<file path="src/rtl/ins_cache_refill_ctrl.sv">
// Pages the program image from DDR into the instruction cache: initial load after reset,
// sequential refill at the end of the resident page, and target-page load on a jump.
module ins_cache_refill_ctrl #(
   parameter int ADDR_WIDTH_MEM  = 16,
   parameter int ISA_DEPTH       = 64,
   parameter int TOTAL_ISA_DEPTH = 128,
   parameter int DDR_ADDR_WIDTH  = 28,
   parameter int INS_WIDTH       = 64,
   parameter int ISA_BASE_ADDR   = 0
) (
   input  logic                         clk,
   input  logic                         rst,
   input  logic [ADDR_WIDTH_MEM-1:0]    addr_ins,
   input  logic                         jmp_valid,
   input  logic [DDR_ADDR_WIDTH-1:0]    jmp_addr,
   output logic                         ins_cache_rdy,
   output logic                         ins_cache_inited,
   output logic [9:0]                   load_times,
   output logic                         ddr_rd_req,
   output logic [DDR_ADDR_WIDTH-1:0]    ddr_rd_addr,
   output logic [ADDR_WIDTH_MEM-1:0]    ddr_rd_len,
   input  logic                         ddr_rd_gnt,
   input  logic                         ddr_rd_valid,
   input  logic [INS_WIDTH-1:0]         ddr_rd_data,
   output logic                         cache_wr_en,
   output logic [$clog2(ISA_DEPTH)-1:0] cache_wr_addr,
   output logic [INS_WIDTH-1:0]         cache_wr_data
);

   localparam int CW         = $clog2(ISA_DEPTH);
   localparam int PAGE_SHIFT = 3 + CW;
   localparam logic [31:0] DEPTH32 = 32'(ISA_DEPTH);
   localparam logic [31:0] TOTAL32 = 32'(TOTAL_ISA_DEPTH);

   typedef enum logic [2:0] {INIT, IDLE, REQ, FILL, DONE} state_t;

   state_t                      state_q;
   logic [9:0]                  page_q;
   logic [9:0]                  loadTimes_q;
   logic [ADDR_WIDTH_MEM-1:0]   beatCnt_q;
   logic                        rdy_q;
   logic                        inited_q;
   logic                        req_q;
   logic [DDR_ADDR_WIDTH-1:0]   rdAddr_q;
   logic [ADDR_WIDTH_MEM-1:0]   rdLen_q;
   logic                        wrEn_q;
   logic [CW-1:0]               wrAddr_q;
   logic [INS_WIDTH-1:0]        wrData_q;
   logic                        jmpPend_q;
   logic [DDR_ADDR_WIDTH-1:0]   jmpAddr_q;

   logic                        jmpActive;
   logic [DDR_ADDR_WIDTH-1:0]   jmpTarget;
   logic [31:0]                 jmpPage;
   logic                        jmpOk;
   logic                        seqOk;
   logic                        start_d;
   logic [9:0]                  page_d;

   function automatic logic [DDR_ADDR_WIDTH-1:0] pageAddr(input logic [9:0] page);
      pageAddr = DDR_ADDR_WIDTH'(ISA_BASE_ADDR) + DDR_ADDR_WIDTH'({22'd0, page} * DEPTH32 * 32'd8);
   endfunction

   // The final page may be shorter than a full cache page.
   function automatic logic [ADDR_WIDTH_MEM-1:0] pageLen(input logic [9:0] page);
      logic [31:0] rem;
      rem     = TOTAL32 - {22'd0, page} * DEPTH32;
      pageLen = (rem < DEPTH32) ? ADDR_WIDTH_MEM'(rem) : ADDR_WIDTH_MEM'(DEPTH32);
   endfunction

   // A live jump overrides a latched one; a jump, even a rejected one, masks the sequential check.
   always_comb begin
      jmpActive = jmp_valid | jmpPend_q;
      jmpTarget = jmp_valid ? jmp_addr : jmpAddr_q;
      jmpPage   = 32'(jmpTarget >> PAGE_SHIFT);
      jmpOk     = jmpActive && ((jmpPage + 32'd1) != {22'd0, loadTimes_q})
                  && ((jmpPage * DEPTH32) < TOTAL32);
      seqOk     = !jmpActive && (32'(addr_ins) == ({22'd0, loadTimes_q} * DEPTH32))
                  && (32'(addr_ins) < TOTAL32);
      page_d    = jmpActive ? jmpPage[9:0] : loadTimes_q;
      start_d   = jmpOk | seqOk;
   end

   always_ff @(posedge clk) begin
      if (rst) begin
         state_q     <= INIT;
         page_q      <= '0;
         loadTimes_q <= '0;
         beatCnt_q   <= '0;
         rdy_q       <= 1'b0;
         inited_q    <= 1'b0;
         req_q       <= 1'b0;
         rdAddr_q    <= '0;
         rdLen_q     <= '0;
         wrEn_q      <= 1'b0;
         wrAddr_q    <= '0;
         wrData_q    <= '0;
         jmpPend_q   <= 1'b0;
         jmpAddr_q   <= '0;
      end else begin
         wrEn_q <= 1'b0;
         if (state_q != IDLE && jmp_valid) begin
            jmpPend_q <= 1'b1;
            jmpAddr_q <= jmp_addr;
         end
         case (state_q)
            INIT: begin
               page_q   <= '0;
               req_q    <= 1'b1;
               rdy_q    <= 1'b0;
               rdAddr_q <= pageAddr(10'd0);
               rdLen_q  <= pageLen(10'd0);
               state_q  <= REQ;
            end
            IDLE: begin
               jmpPend_q <= 1'b0;
               if (start_d) begin
                  page_q   <= page_d;
                  req_q    <= 1'b1;
                  rdy_q    <= 1'b0;
                  rdAddr_q <= pageAddr(page_d);
                  rdLen_q  <= pageLen(page_d);
                  state_q  <= REQ;
               end
            end
            REQ: begin
               if (ddr_rd_gnt) begin
                  req_q   <= 1'b0;
                  state_q <= FILL;
               end
            end
            FILL: begin
               if (ddr_rd_valid) begin
                  wrEn_q    <= 1'b1;
                  wrAddr_q  <= beatCnt_q[CW-1:0];
                  wrData_q  <= ddr_rd_data;
                  beatCnt_q <= beatCnt_q + ADDR_WIDTH_MEM'(1);
                  if (beatCnt_q == rdLen_q - ADDR_WIDTH_MEM'(1)) begin
                     state_q <= DONE;
                  end
               end
            end
            DONE: begin
               loadTimes_q <= page_q + 10'd1;
               inited_q    <= 1'b1;
               rdy_q       <= 1'b1;
               beatCnt_q   <= '0;
               state_q     <= IDLE;
            end
            default: state_q <= INIT;
         endcase
      end
   end

   assign ins_cache_rdy    = rdy_q;
   assign ins_cache_inited = inited_q;
   assign load_times       = loadTimes_q;
   assign ddr_rd_req       = req_q;
   assign ddr_rd_addr      = rdAddr_q;
   assign ddr_rd_len       = rdLen_q;
   assign cache_wr_en      = wrEn_q;
   assign cache_wr_addr    = wrAddr_q;
   assign cache_wr_data    = wrData_q;

endmodule
</file>
<file path="config.mk">
export PLATFORM = sky130hd
export DESIGN_NAME = ins_cache_refill_ctrl
export DESIGN_NICKNAME = d
export VERILOG_FILES = /design/src/rtl/ins_cache_refill_ctrl.sv
export SDC_FILE = /design/constraint.sdc
export NUM_CORES = 1
export LEC_CHECK = 0
export BUFFER_PORTS_ARGS = -buffer_cell sky130_fd_sc_hd__buf_2
export CAP_MARGIN = 0
export CELL_PAD_IN_SITES_DETAIL_PLACEMENT = 0
export CELL_PAD_IN_SITES_GLOBAL_PLACEMENT = 1
export CORE_ASPECT_RATIO = 1.1
export CORE_UTILIZATION = 30
export DETAILED_ROUTE_END_ITERATION = 16
export PLACE_DENSITY_LB_ADDON = 0.1
export SLEW_MARGIN = 10
export SYNTH_ARGS = -nofsm -noshare
export SYNTH_HDL_FRONTEND = slang
export SYNTH_SLANG_ARGS = --single-unit
</file>
<file path="constraint.sdc">
create_clock -name clk -period 8.8 [get_ports clk]
set_input_delay 0.88 -clock clk [delete_from_list [all_inputs] [get_ports clk]]
set_output_delay 0.88 -clock clk [all_outputs]
set_load 0.05 [all_outputs]
</file>
==> metrics <==
outcome=complete, no violations; vias per inst=4.66; Starting DRT DRC Count=between 200 and 300; MaxCap Viol Count=0; cell area after layout=between 8000 and 9000 µm²; Power Dens Cells=190 nW/µm²; startpoint types=input pin; Skew-Pair Late Insertion Delay=roughly 0.43 ns; Post-DP HPWL=13,900 µm; Synth Flop Type=dfxtp_1; number of global-route vias before repair=5,925; Slew headroom=between 20% and 30%; IO buf count=roughly 210; synthesized flop and latch total=143; DR WL/cell=between 10 and 15 µm; H-tree depth=4; TritonCTS buffer count=17; sequential area share after synthesis=around 42%; synth warn=0; initial core utilization=between 30% and 40%; asr flop ratio synth=0%; DR DRC count=0; highest ir drop seen on vdd=between 0.1 and 0.15 mV; Synth top area share=42.1%; vias=6,211; critical path, cell by cell=buf_2 -> buf_4 -> nand3_1 -> a222oi_1 -> nand3_1 -> mux2_2 -> nor4_2 -> a31oi_2 -> a21oi_4 -> and2_1; drt total wl=around 20,000 µm; Slew @ Worst Pin=between 1 and 1.5 ns; r2r startpoint=jmpAddr_q[12]$_SDFFE_PP0P_; initial antenna violation count=1; Crit Path Class=in -> reg; # setup viols final=0; core area=~22,000 µm²; minimum clock period=approximately 4 ns; CTS tree=done; Die Y=about 160 µm; Min-Delay Path Class=reg -> reg; CTS root buffer=clkbuf_16; Routability Congestion=roughly 0.8; Max Root-Sink Buffers=2; Slowest-stage cell, CP=a222oi_1; Max Clk Rate=about 0.24 GHz; DIE WIDTH=145 µm; post-CTS resize count=0; Gate Count Post-Synth=840; critical path required time=9.17 ns; Worst-path clk slew=approximately 0.060 ns; WP data arrival=between 4 and 5 ns; CP max FO=55; Final ANT Viol Nets=0; EDFF count, synth=0; Hold Fails Final Rpt=0; row cnt=between 50 and 60; synthesized area=about 6800 µm²; DRT Pass-1 Iters=4; Final Cycle Share=46.6%; dpl cell area=7950 µm²; syn avg cell area=between 8 and 9 µm²; Pleak=between 0.003 and 0.004 µW; largest stage delay on the critical path=1.01 ns; layout cells sized above 1=25.5%; R2R Setup Slk=roughly 5.4 ns; Area Overhead vs Synth=25.9%; fin util=38.5%; Crit path top cell by count=nand3_1; crit path capture=ddr_rd_len[11]$_SDFFE_PP0P_; Total Routing Usage GR=about 17%; Worst R2R End=ddr_rd_len[11]$_SDFFE_PP0P_; synth unique cells=58; hold_buf cts=0; Clock Sinks=~140; FF-to-FF path depth=8; RSZ-0062 raised after global routing=false; final setup skew=0.0182 ns; top cells by area, synth=dfxtp_1 (42%), nand2_1 (11%), a21oi_1 (8.2%); element type at the critical path end=flop; die area=roughly 23,000 µm²; largest area contributor in the netlist=dfxtp_1; Setup TNS=0 ns; GRT overflow=0; first-pass GRT wire length=approximately 32,000 µm; Slew Limit Fails=0; IO Pins=~240; largest net degree at the start of global routing=between 90 and 100; layout net count=~1,100; CP startpoint=jmp_valid; Post-CTS Setup Bufs=0
-- cells by family after synthesis --
kind of cell / after synthesis / share of synthesized area, %
other cells: 1 / 0.0552
buf+inv: 80 / 6.15
flops: 143 / 42.1
mux: 29 / 4.42
compound gates: 171 / 14.9
xor+xnor: 50 / 6.45
fa+ha+maj: 6 / 1.11
simple gates: 360 / 24.8
-- stage by stage --
| stage | total power (µW) | std cells | setup WS [ns] | hold slack, ns |
|---|---|---|---|---|
| after global placement | 897 | 1300 | 4.21 | 0.439 |
| after floorplan | 843 | 863 | 4.78 | 0.436 |
| after CTS | 1650 | 1332 | 4.67 | 0.452 |
| final | 1630 | 1333 | 4.70 | 0.450 |
| after global routing | 1700 | 1332 | 4.40 | 0.471 |
| after detailed placement | 896 | 1300 | 4.25 | 0.443 |
-- cell type report --
class,instances,area (µm²)
Fill cell,2360,13600
Multi-Input combinational cell,640,3610
Sequential cell,143,2860
Timing Repair Buffer,211,1070
Clock buffer,17,425
Tap cell,295,369
Clock inverter,15,173
Inverter,11,41.3
Antenna cell,1,2.50
-- sequential cells by signal (all words and copies together), names as in the netlist, 3 cells and up --
| signal | count |
|---|---|
| ddr_rd_len | 10 |
| page_q | 10 |
| jmpAddr_q | 19 |
| cache_wr_data | 64 |
| state_q | 3 |
| cache_wr_addr | 6 |
| load_times | 10 |
| beatCnt_q | 16 |
-- per-layer routing --
| metal | vias up | wire length (µm) | global-route usage, % |
|---|---|---|---|
| met5 | - | 0 | 0 |
| met4 | 0 | 295 | 5.65 |
| met3 | 19 | 1280 | 5.29 |
| met2 | 160 | 9570 | 28.9 |
| met1 | 2824 | 8830 | 20.8 |
| li1 | 3208 | - | - |
-- worst max-delay path: cells and delay by family --
kind	cells	cell delay, ns
simple gates	4	0.99
mux	1	0.33
compound gates	3	1.69
buf+inv	2	0.57
-- how the worst min path moves through the flow --
stage / endpoint / startpoint / cells after the start / slack (ns)
2_1_floorplan: jmpAddr_q[25]$_SDFFE_PP0P_ / jmpAddr_q[25]$_SDFFE_PP0P_ / 2 / 0.44
3_3_place_gp: cache_wr_data[30]$_SDFFE_PP0P_ / cache_wr_data[30]$_SDFFE_PP0P_ / 2 / 0.44
3_5_place_dp: cache_wr_data[32]$_SDFFE_PP0P_ / cache_wr_data[32]$_SDFFE_PP0P_ / 2 / 0.44
4_1_cts: cache_wr_data[32]$_SDFFE_PP0P_ / cache_wr_data[32]$_SDFFE_PP0P_ / 2 / 0.45
5_1_grt: cache_wr_data[58]$_SDFFE_PP0P_ / cache_wr_data[58]$_SDFFE_PP0P_ / 2 / 0.47
6_report: cache_wr_data[38]$_SDFFE_PP0P_ / cache_wr_data[38]$_SDFFE_PP0P_ / 2 / 0.45
-- report_power, final --
part           internal (µW)  switching (µW)  leakage (µW)
Clock                    428             320      0.000290
Sequential               663            14.1       0.00116
Combinational           62.8             140       0.00212
Total                   1150             474       0.00357
-- cells in the final DEF (no fill, tap or decap), drive strengths merged, types with 19 or more instances in the layout --
master | netlist | final
xor2 | 20 | 20
dfxtp | 143 | 143
a21oi | 112 | 112
nand2 | 201 | 201
buf | 32 | 211
xnor2 | 30 | 30
conb | 1 | 24
nand4 | 19 | 19
nor2 | 42 | 42
inv | 11 | 20
mux2i | 21 | 21
-- synth_stat cells, types with 2 or more instances --
master / instances
a2111oi_0: 3
nor3_1: 9
a21oi_1: 111
or3_1: 5
nand4b_1: 4
xor2_1: 20
ha_1: 6
o21ai_0: 12
nand4_1: 19
nor2_1: 42
mux2i_1: 21
nand3b_1: 8
inv_1: 11
clkbuf_1: 37
nor3b_1: 5
nor4b_1: 4
nand3_1: 14
buf_2: 4
xnor2_1: 30
nor2b_1: 5
o311a_1: 2
or4_1: 4
nor4_1: 8
nand2_1: 201
o31ai_1: 3
a211oi_1: 12
nand2b_1: 2
or2_2: 4
and2_1: 17
a222oi_1: 2
a211o_1: 2
buf_6: 3
mux2_2: 8
nor4_2: 2
and3_1: 4
a31oi_1: 9
dfxtp_1: 143
buf_4: 24
Note: power is estimated with default switching activity, not from simulation.
